### src/rtl/pipe_ctrl_pkg.sv
// Shared definitions for the pipeline hold/flush controller: per-stage hold
// codes, FSM state encodings and the bundled hold vector.
package pipe_ctrl_pkg;

  localparam int HOLDPIP_BUS_W = 2;

  // Per-stage hold code driven to the PC and every pipeline register.
  typedef enum logic [HOLDPIP_BUS_W-1:0] {
    HOLD_NONE  = 2'b00,  // advance normally
    HOLD_WAIT  = 2'b01,  // keep current contents
    HOLD_FLUSH = 2'b10   // load the stage default (NOP bubble)
  } hold_t;

  // Controller state: RUN, or REFILL for the one fetch cycle after a redirect.
  typedef enum logic {
    PCTL_RUN    = 1'b0,
    PCTL_REFILL = 1'b1
  } pctl_state_t;

  // All five hold codes, PC first, then the registers in pipeline order.
  typedef struct packed {
    hold_t pc;
    hold_t if_id;
    hold_t id_ex;
    hold_t ex_mem;
    hold_t mem_wb;
  } hold_vec_t;

  // Every stage advances.
  function automatic hold_vec_t hold_vec_idle();
    hold_vec_t v;
    v.pc     = HOLD_NONE;
    v.if_id  = HOLD_NONE;
    v.id_ex  = HOLD_NONE;
    v.ex_mem = HOLD_NONE;
    v.mem_wb = HOLD_NONE;
    return v;
  endfunction

endpackage

### src/rtl/pipe_ctrl_perf.sv
// Performance counters for the pipeline controller: cycles with the PC held
// and number of redirects issued. Both wrap modulo 2^CNT_W.
module pipe_ctrl_perf #(
  parameter int CNT_W = 32
) (
  input  logic             clk,
  input  logic             rst,
  input  logic             stall_inc,
  input  logic             flush_inc,
  output logic [CNT_W-1:0] stall_cycles,
  output logic [CNT_W-1:0] flush_cnt
);

  // Free-running event counters, cleared by reset, natural wrap on overflow.
  always_ff @(posedge clk) begin
    if (rst) begin
      stall_cycles <= '0;
      flush_cnt    <= '0;
    end else begin
      if (stall_inc) stall_cycles <= stall_cycles + 1'b1;
      if (flush_inc) flush_cnt    <= flush_cnt + 1'b1;
    end
  end

endmodule

### src/rtl/pipe_ctrl.sv
// Central hold/flush controller for the five-stage core pipeline.
// Resolves stall/redirect requests by strict priority
// (mem wait > ex busy > ex jump > load-use > fetch wait) and tracks the
// one-cycle ROM refill after every redirect.
// Optional: define PIPE_CTRL_PERF_EN to add the stall/flush counters.
//
// Handshake: there is no valid/ready pair here; every request input is a
// level that is re-evaluated each cycle, and a request stays asserted until
// the pipeline advances past it (a held ex_jump_i is accepted on the first
// cycle in which no higher-priority stall is active).
module pipe_ctrl
  import pipe_ctrl_pkg::*;
#(
  parameter int ADDR_W = 32,
  parameter int CNT_W  = 32
) (
  input  logic              clk,
  input  logic              rst,
  input  logic              if_bus_wait_i,
  input  logic              load_use_i,
  input  logic              ex_busy_i,
  input  logic              ex_jump_i,
  input  logic [ADDR_W-1:0] ex_jump_addr_i,
  input  logic              mem_bus_wait_i,
  output hold_t             hold_pc_o,
  output hold_t             hold_if_id_o,
  output hold_t             hold_id_ex_o,
  output hold_t             hold_ex_mem_o,
  output hold_t             hold_mem_wb_o,
  output logic              jump_en_o,
  output logic [ADDR_W-1:0] jump_addr_o,
  output pctl_state_t       state
`ifdef PIPE_CTRL_PERF_EN
  ,
  output logic [CNT_W-1:0]  stall_cycles_o,
  output logic [CNT_W-1:0]  flush_cnt_o
`endif
);

  hold_vec_t         hold;
  logic              jump_en;
  logic [ADDR_W-1:0] jump_addr;
  logic              ex_stalled;

  // EX (and everything behind it) is frozen by either of these two stalls.
  assign ex_stalled = mem_bus_wait_i | ex_busy_i;

  // Priority resolution of the requests, plus the REFILL flush of if_id.
  always_comb begin
    hold      = hold_vec_idle();
    jump_en   = 1'b0;
    jump_addr = '0;
    if (mem_bus_wait_i) begin
      hold.pc     = HOLD_WAIT;
      hold.if_id  = HOLD_WAIT;
      hold.id_ex  = HOLD_WAIT;
      hold.ex_mem = HOLD_WAIT;
      hold.mem_wb = HOLD_FLUSH;
    end else if (ex_busy_i) begin
      hold.pc     = HOLD_WAIT;
      hold.if_id  = HOLD_WAIT;
      hold.id_ex  = HOLD_WAIT;
      hold.ex_mem = HOLD_FLUSH;
    end else if (ex_jump_i) begin
      // A coincident load-use is dropped: its instruction is being squashed.
      jump_en     = 1'b1;
      jump_addr   = ex_jump_addr_i;
      hold.if_id  = HOLD_FLUSH;
      hold.id_ex  = HOLD_FLUSH;
    end else if (load_use_i) begin
      hold.pc     = HOLD_WAIT;
      hold.if_id  = HOLD_WAIT;
      hold.id_ex  = HOLD_FLUSH;
    end else if (if_bus_wait_i) begin
      hold.pc     = HOLD_WAIT;
      hold.if_id  = HOLD_FLUSH;
    end
    // The word fetched during REFILL is from the old path; drop it unless
    // the pipeline is frozen, in which case if_id already waits.
    if (state == PCTL_REFILL && !ex_stalled) begin
      hold.if_id = HOLD_FLUSH;
    end
    // Reset forces a quiet pipeline regardless of the requests.
    if (rst) begin
      hold      = hold_vec_idle();
      jump_en   = 1'b0;
      jump_addr = '0;
    end
  end

  assign hold_pc_o     = hold.pc;
  assign hold_if_id_o  = hold.if_id;
  assign hold_id_ex_o  = hold.id_ex;
  assign hold_ex_mem_o = hold.ex_mem;
  assign hold_mem_wb_o = hold.mem_wb;
  assign jump_en_o     = jump_en;
  assign jump_addr_o   = jump_addr;

  // RUN/REFILL tracker: enter REFILL on every accepted jump, leave on the
  // first unstalled cycle without a new jump.
  always_ff @(posedge clk) begin
    if (rst) begin
      state <= PCTL_RUN;
    end else begin
      case (state)
        PCTL_RUN: begin
          if (jump_en) state <= PCTL_REFILL;
        end
        PCTL_REFILL: begin
          if (jump_en)          state <= PCTL_REFILL;
          else if (!ex_stalled) state <= PCTL_RUN;
        end
        default: state <= PCTL_RUN;
      endcase
    end
  end

`ifdef PIPE_CTRL_PERF_EN
  pipe_ctrl_perf #(
    .CNT_W (CNT_W)
  ) u_perf (
    .clk          (clk),
    .rst          (rst),
    .stall_inc    (hold.pc == HOLD_WAIT),
    .flush_inc    (jump_en),
    .stall_cycles (stall_cycles_o),
    .flush_cnt    (flush_cnt_o)
  );
`else
  // Counter width only matters when the counters exist.
  logic unused_cnt_w;
  assign unused_cnt_w = ^CNT_W;
`endif

endmodule

### config.mk
export PLATFORM = sky130hd
export DESIGN_NAME = pipe_ctrl
export DESIGN_NICKNAME = d
export VERILOG_FILES = /design/src/rtl/pipe_ctrl_pkg.sv /design/src/rtl/pipe_ctrl_perf.sv /design/src/rtl/pipe_ctrl.sv
export SDC_FILE = /design/constraint.sdc
export NUM_CORES = 1
export LEC_CHECK = 0
export ABC_AREA = 1
export CAP_MARGIN = 5
export CORE_MARGIN = 8
export CORE_UTILIZATION = 21
export DETAILED_ROUTE_END_ITERATION = 6
export GPL_TIMING_DRIVEN = 1
export MAX_ROUTING_LAYER = met4
export PLACE_DENSITY = 0.82
export SLEW_MARGIN = 20
export SYNTH_ARGS = -nofsm -noshare
export SYNTH_HDL_FRONTEND = slang
export SYNTH_SLANG_ARGS = --single-unit
### constraint.sdc
create_clock -name clk -period 1.2 [get_ports clk]
set_input_delay 0.24 -clock clk [delete_from_list [all_inputs] [get_ports clk]]
set_output_delay 0.24 -clock clk [all_outputs]
set_load 0.005 [all_outputs]
==> run_summary.xml <==
<?xml version="1.0" encoding="UTF-8"?>
<metrics>
  <group name="cells_and_area">
    <metric name="max_flop_register" unit="">state</metric>
    <metric name="layout_commonest_cell" unit="">sky130_fd_sc_hd__inv_1</metric>
    <metric name="post_route_cells_drive_above_1_share" unit="%">54.97</metric>
    <metric name="layout.nets" unit="">232</metric>
    <metric name="layout_common_cells" unit="">sky130_fd_sc_hd__inv_1 (35), sky130_fd_sc_hd__clkdlybuf4s50_1 (32), sky130_fd_sc_hd__buf_6 (25), sky130_fd_sc_hd__buf_2 (25), sky130_fd_sc_hd__nor2_4 (24)</metric>
    <metric name="utilization" unit="%">81.57</metric>
    <metric name="stdcell_area" unit="mm2">0.001600</metric>
    <metric name="synthToLayoutAreaGrowth" unit="%">263.4</metric>
    <metric name="reg.largest.list" unit="">state: 1 flops</metric>
    <metric name="final_cells" unit="">218</metric>
    <metric name="antenna_cells_inserted" unit="">0</metric>
    <metric name="largest_register_ff_count" unit="">1</metric>
  </group>
  <group name="logic_synthesis">
    <metric name="post_synth_inst_count" unit="">96</metric>
    <metric name="synth-seq-area-share" unit="%">4.545</metric>
    <metric name="ys_seq_elements" unit="">1</metric>
    <metric name="yosys_warnings" unit="">0</metric>
    <metric name="synth_top_cell_area_share" unit="%">31.53</metric>
    <metric name="top_cell_type_by_total_area_after_synthesis" unit="">sky130_fd_sc_hd__inv_1</metric>
    <metric name="synth.area.top_cells" unit="">sky130_fd_sc_hd__inv_1 (32%), sky130_fd_sc_hd__nor2_1 (31%), sky130_fd_sc_hd__buf_6 (7.7%), sky130_fd_sc_hd__nand2_1 (6.8%), sky130_fd_sc_hd__buf_4 (5.1%)</metric>
    <metric name="syn_area" unit="um2">440.4</metric>
    <metric name="netlist-cell-type-count" unit="">13</metric>
    <metric name="synthesis.area_per_instance" unit="um2">4.588</metric>
  </group>
  <group name="route">
    <metric name="vias" unit="">990</metric>
    <metric name="ant_nets" unit="">0</metric>
    <metric name="drt_pre_antenna_iters" unit="">4</metric>
    <metric name="number_of_remaining_drc_errors" unit="">0</metric>
    <metric name="routed_wirelength" unit="um">4314</metric>
    <metric name="wl_per_cell" unit="um">19.79</metric>
    <metric name="detailedRoute.firstIterationViolations" unit="">52</metric>
    <metric name="vias_per_instance" unit="">4.541</metric>
  </group>
  <group name="clock_tree">
    <metric name="worstSkewPairLatency" unit="ns">0</metric>
    <metric name="clk_pin_slew" unit="ns">0</metric>
  </group>
  <group name="setup_path">
    <metric name="regToRegStartpoint" unit="">state</metric>
    <metric name="crit_type" unit="">input pin to output pin</metric>
    <metric name="path_cells" unit="">buf_6, nor2_4, nand3_4, buf_6, buf_16, nor2_2, buf_2</metric>
    <metric name="critical_path.most_common_cell" unit="">sky130_fd_sc_hd__buf_6</metric>
    <metric name="cp_max_fo" unit="">6</metric>
    <metric name="rrSetupSlack" unit="ns">0.53</metric>
    <metric name="crit-reg2reg-capture" unit="">state</metric>
    <metric name="crit_slowest_cell" unit="">sky130_fd_sc_hd__buf_6</metric>
    <metric name="setup.worst_path.end_class" unit="">output pin</metric>
    <metric name="cp.arrival" unit="ns">1.16</metric>
    <metric name="cp.required" unit="ns">0.96</metric>
    <metric name="crit_path_start_kind" unit="">input pin</metric>
    <metric name="ff2ff_path_depth" unit="">3</metric>
    <metric name="worst_path_largest_cell_delay" unit="ns">0.17</metric>
  </group>
  <group name="timing">
    <metric name="rsz0062_at_grt" unit="">yes</metric>
    <metric name="drv_slew" unit="">0</metric>
    <metric name="period_needed" unit="ns">1.402</metric>
    <metric name="final_hold_viol_count" unit="">0</metric>
    <metric name="final.period_utilization" unit="%">116.9</metric>
    <metric name="finalSetupViolCount" unit="">38</metric>
    <metric name="max_freq" unit="GHz">0.7131</metric>
    <metric name="fin_worst_skew" unit="ns">0</metric>
    <metric name="post-route-worst-setup-slack" unit="ns">-0.2024</metric>
  </group>
  <group name="floorplanning">
    <metric name="floorplan.rows" unit="">16</metric>
    <metric name="initial_utilization" unit="%">22.45</metric>
    <metric name="floorplan.core_area" unit="mm2">0.001962</metric>
    <metric name="ios" unit="">83</metric>
    <metric name="chipWidth" unit="um">61.80</metric>
    <metric name="floorplan.die_area" unit="mm2">0.003819</metric>
    <metric name="die_h" unit="um">61.80</metric>
  </group>
  <group name="worst_hold_path">
    <metric name="holdCritStartpoint" unit="">state</metric>
    <metric name="hold_crit_depth" unit="">3</metric>
    <metric name="worst_hold_path_type" unit="">flop to flop</metric>
    <metric name="min_to" unit="">state</metric>
  </group>
  <group name="pwr">
    <metric name="cellLeakagePower" unit="nW">0.8798</metric>
    <metric name="irDropWorstVdd" unit="uV">230.5</metric>
    <metric name="total_power_per_unit_cell_area" unit="mW/mm2">267.4</metric>
  </group>
  <group name="placed_design">
    <metric name="placed_area" unit="mm2">0.001287</metric>
    <metric name="place_worst_setup_slack" unit="ns">-0.8369</metric>
    <metric name="placed_cells_incl_taps" unit="">205</metric>
    <metric name="place.gp.congestion" unit="">0.7951</metric>
    <metric name="io_buffers" unit="">80</metric>
    <metric name="dp.final_hpwl" unit="um">2404</metric>
  </group>
  <group name="global_routing">
    <metric name="grt_pass1_vias" unit="">915</metric>
    <metric name="grt_max_degree" unit="">7</metric>
    <metric name="grt_first_pass_wirelength" unit="um">4664</metric>
    <metric name="grt_antenna_before_repair" unit="">0</metric>
    <metric name="grt.total_usage" unit="%">16.37</metric>
    <metric name="grt_overflow" unit="">0</metric>
  </group>
  <group name="flow_run">
    <metric name="maxCapViolations" unit="">0</metric>
  </group>
  <group name="run_status">
    <metric name="violations_in_the_final_reports" unit="">negative setup slack</metric>
    <metric name="status" unit="">finished, violations left</metric>
  </group>
</metrics>
==> cells in the mapped netlist, drive strengths merged <==
master and number:
nand2 8, a21oi 2, dfxtp 1, inv 37, buf 6, conb 1, nand3 2, o31ai 1
o21ai 1, nor2 37
==> worst max-delay path, delay by kind of cell <==
kind / cells / cell delay [ns]
AND/OR/NAND/NOR: 3 / 0.37
buffers and inverters: 4 / 0.55
==> what timing repair did <==
item,CTS,global route
setup buffers,9,1
resized for setup,213,59
gates cloned,4,0
hold buffers,0,0
endpoints found under the setup margin,43,39
hold endpoints to repair,0,0
pin swaps,6,9
==> cell families after synthesis <==
group	Yosys count	share of synthesized area [%]
AO/OA/AOI/OAI	4	5.113
buffers and inverters	43	44.32
flip-flops	1	4.546
other	1	0.8515
AND/OR/NAND/NOR	47	45.17
==> area by class of cell <==
class	instances	area, um2
tap	27	33.78
timing repair buffer	100	958.4
fill	109	361.6
inverter	37	138.9
sequential	1	21.27
multi-input combinational	53	447.9
==> through the flow <==
| step | TNS [ns] | power (mW) | hold slack [ns] |
|---|---|---|---|
| floorplan | 0 | 0.1144 | 0.4179 |
| global placement | -30.92 | 0.3234 | 0.5689 |
| detailed placement | -31.75 | 0.3279 | 0.5835 |
| CTS | -3.161 | 0.3648 | 0.5776 |
| global route | -6.273 | 0.4510 | 0.6020 |
| finish | -4.882 | 0.4279 | 0.5765 |
==> routing by layer <==
layer,global-route usage [%],vias to the layer above,wire length (um)
met5,-,-,0
met4,1.948,0,137
met3,5.556,16,546
met2,31.91,68,2162
met1,15.43,466,1467
li1,-,440,-
==> how the worst max path moves through the flow <==
stage                    from               to  depth (start not counted)
2_1_floorplan       ex_busy_i  jump_addr_o[23]                          4
3_3_place_gp        ex_busy_i  jump_addr_o[29]                          6
3_5_place_dp        ex_busy_i   jump_addr_o[0]                          6
4_1_cts        mem_bus_wait_i  hold_id_ex_o[1]                          8
5_1_grt             ex_busy_i  jump_addr_o[22]                          7
6_report            ex_busy_i  jump_addr_o[22]                          7
==> power breakdown <==
group	switching, mW	total, mW	internal (mW)
clock network	0	0	0
registers	0.00180	0.0378	0.0360
logic	0.167	0.390	0.223
total	0.169	0.428	0.259
Note: power is estimated with default switching activity, not from simulation.
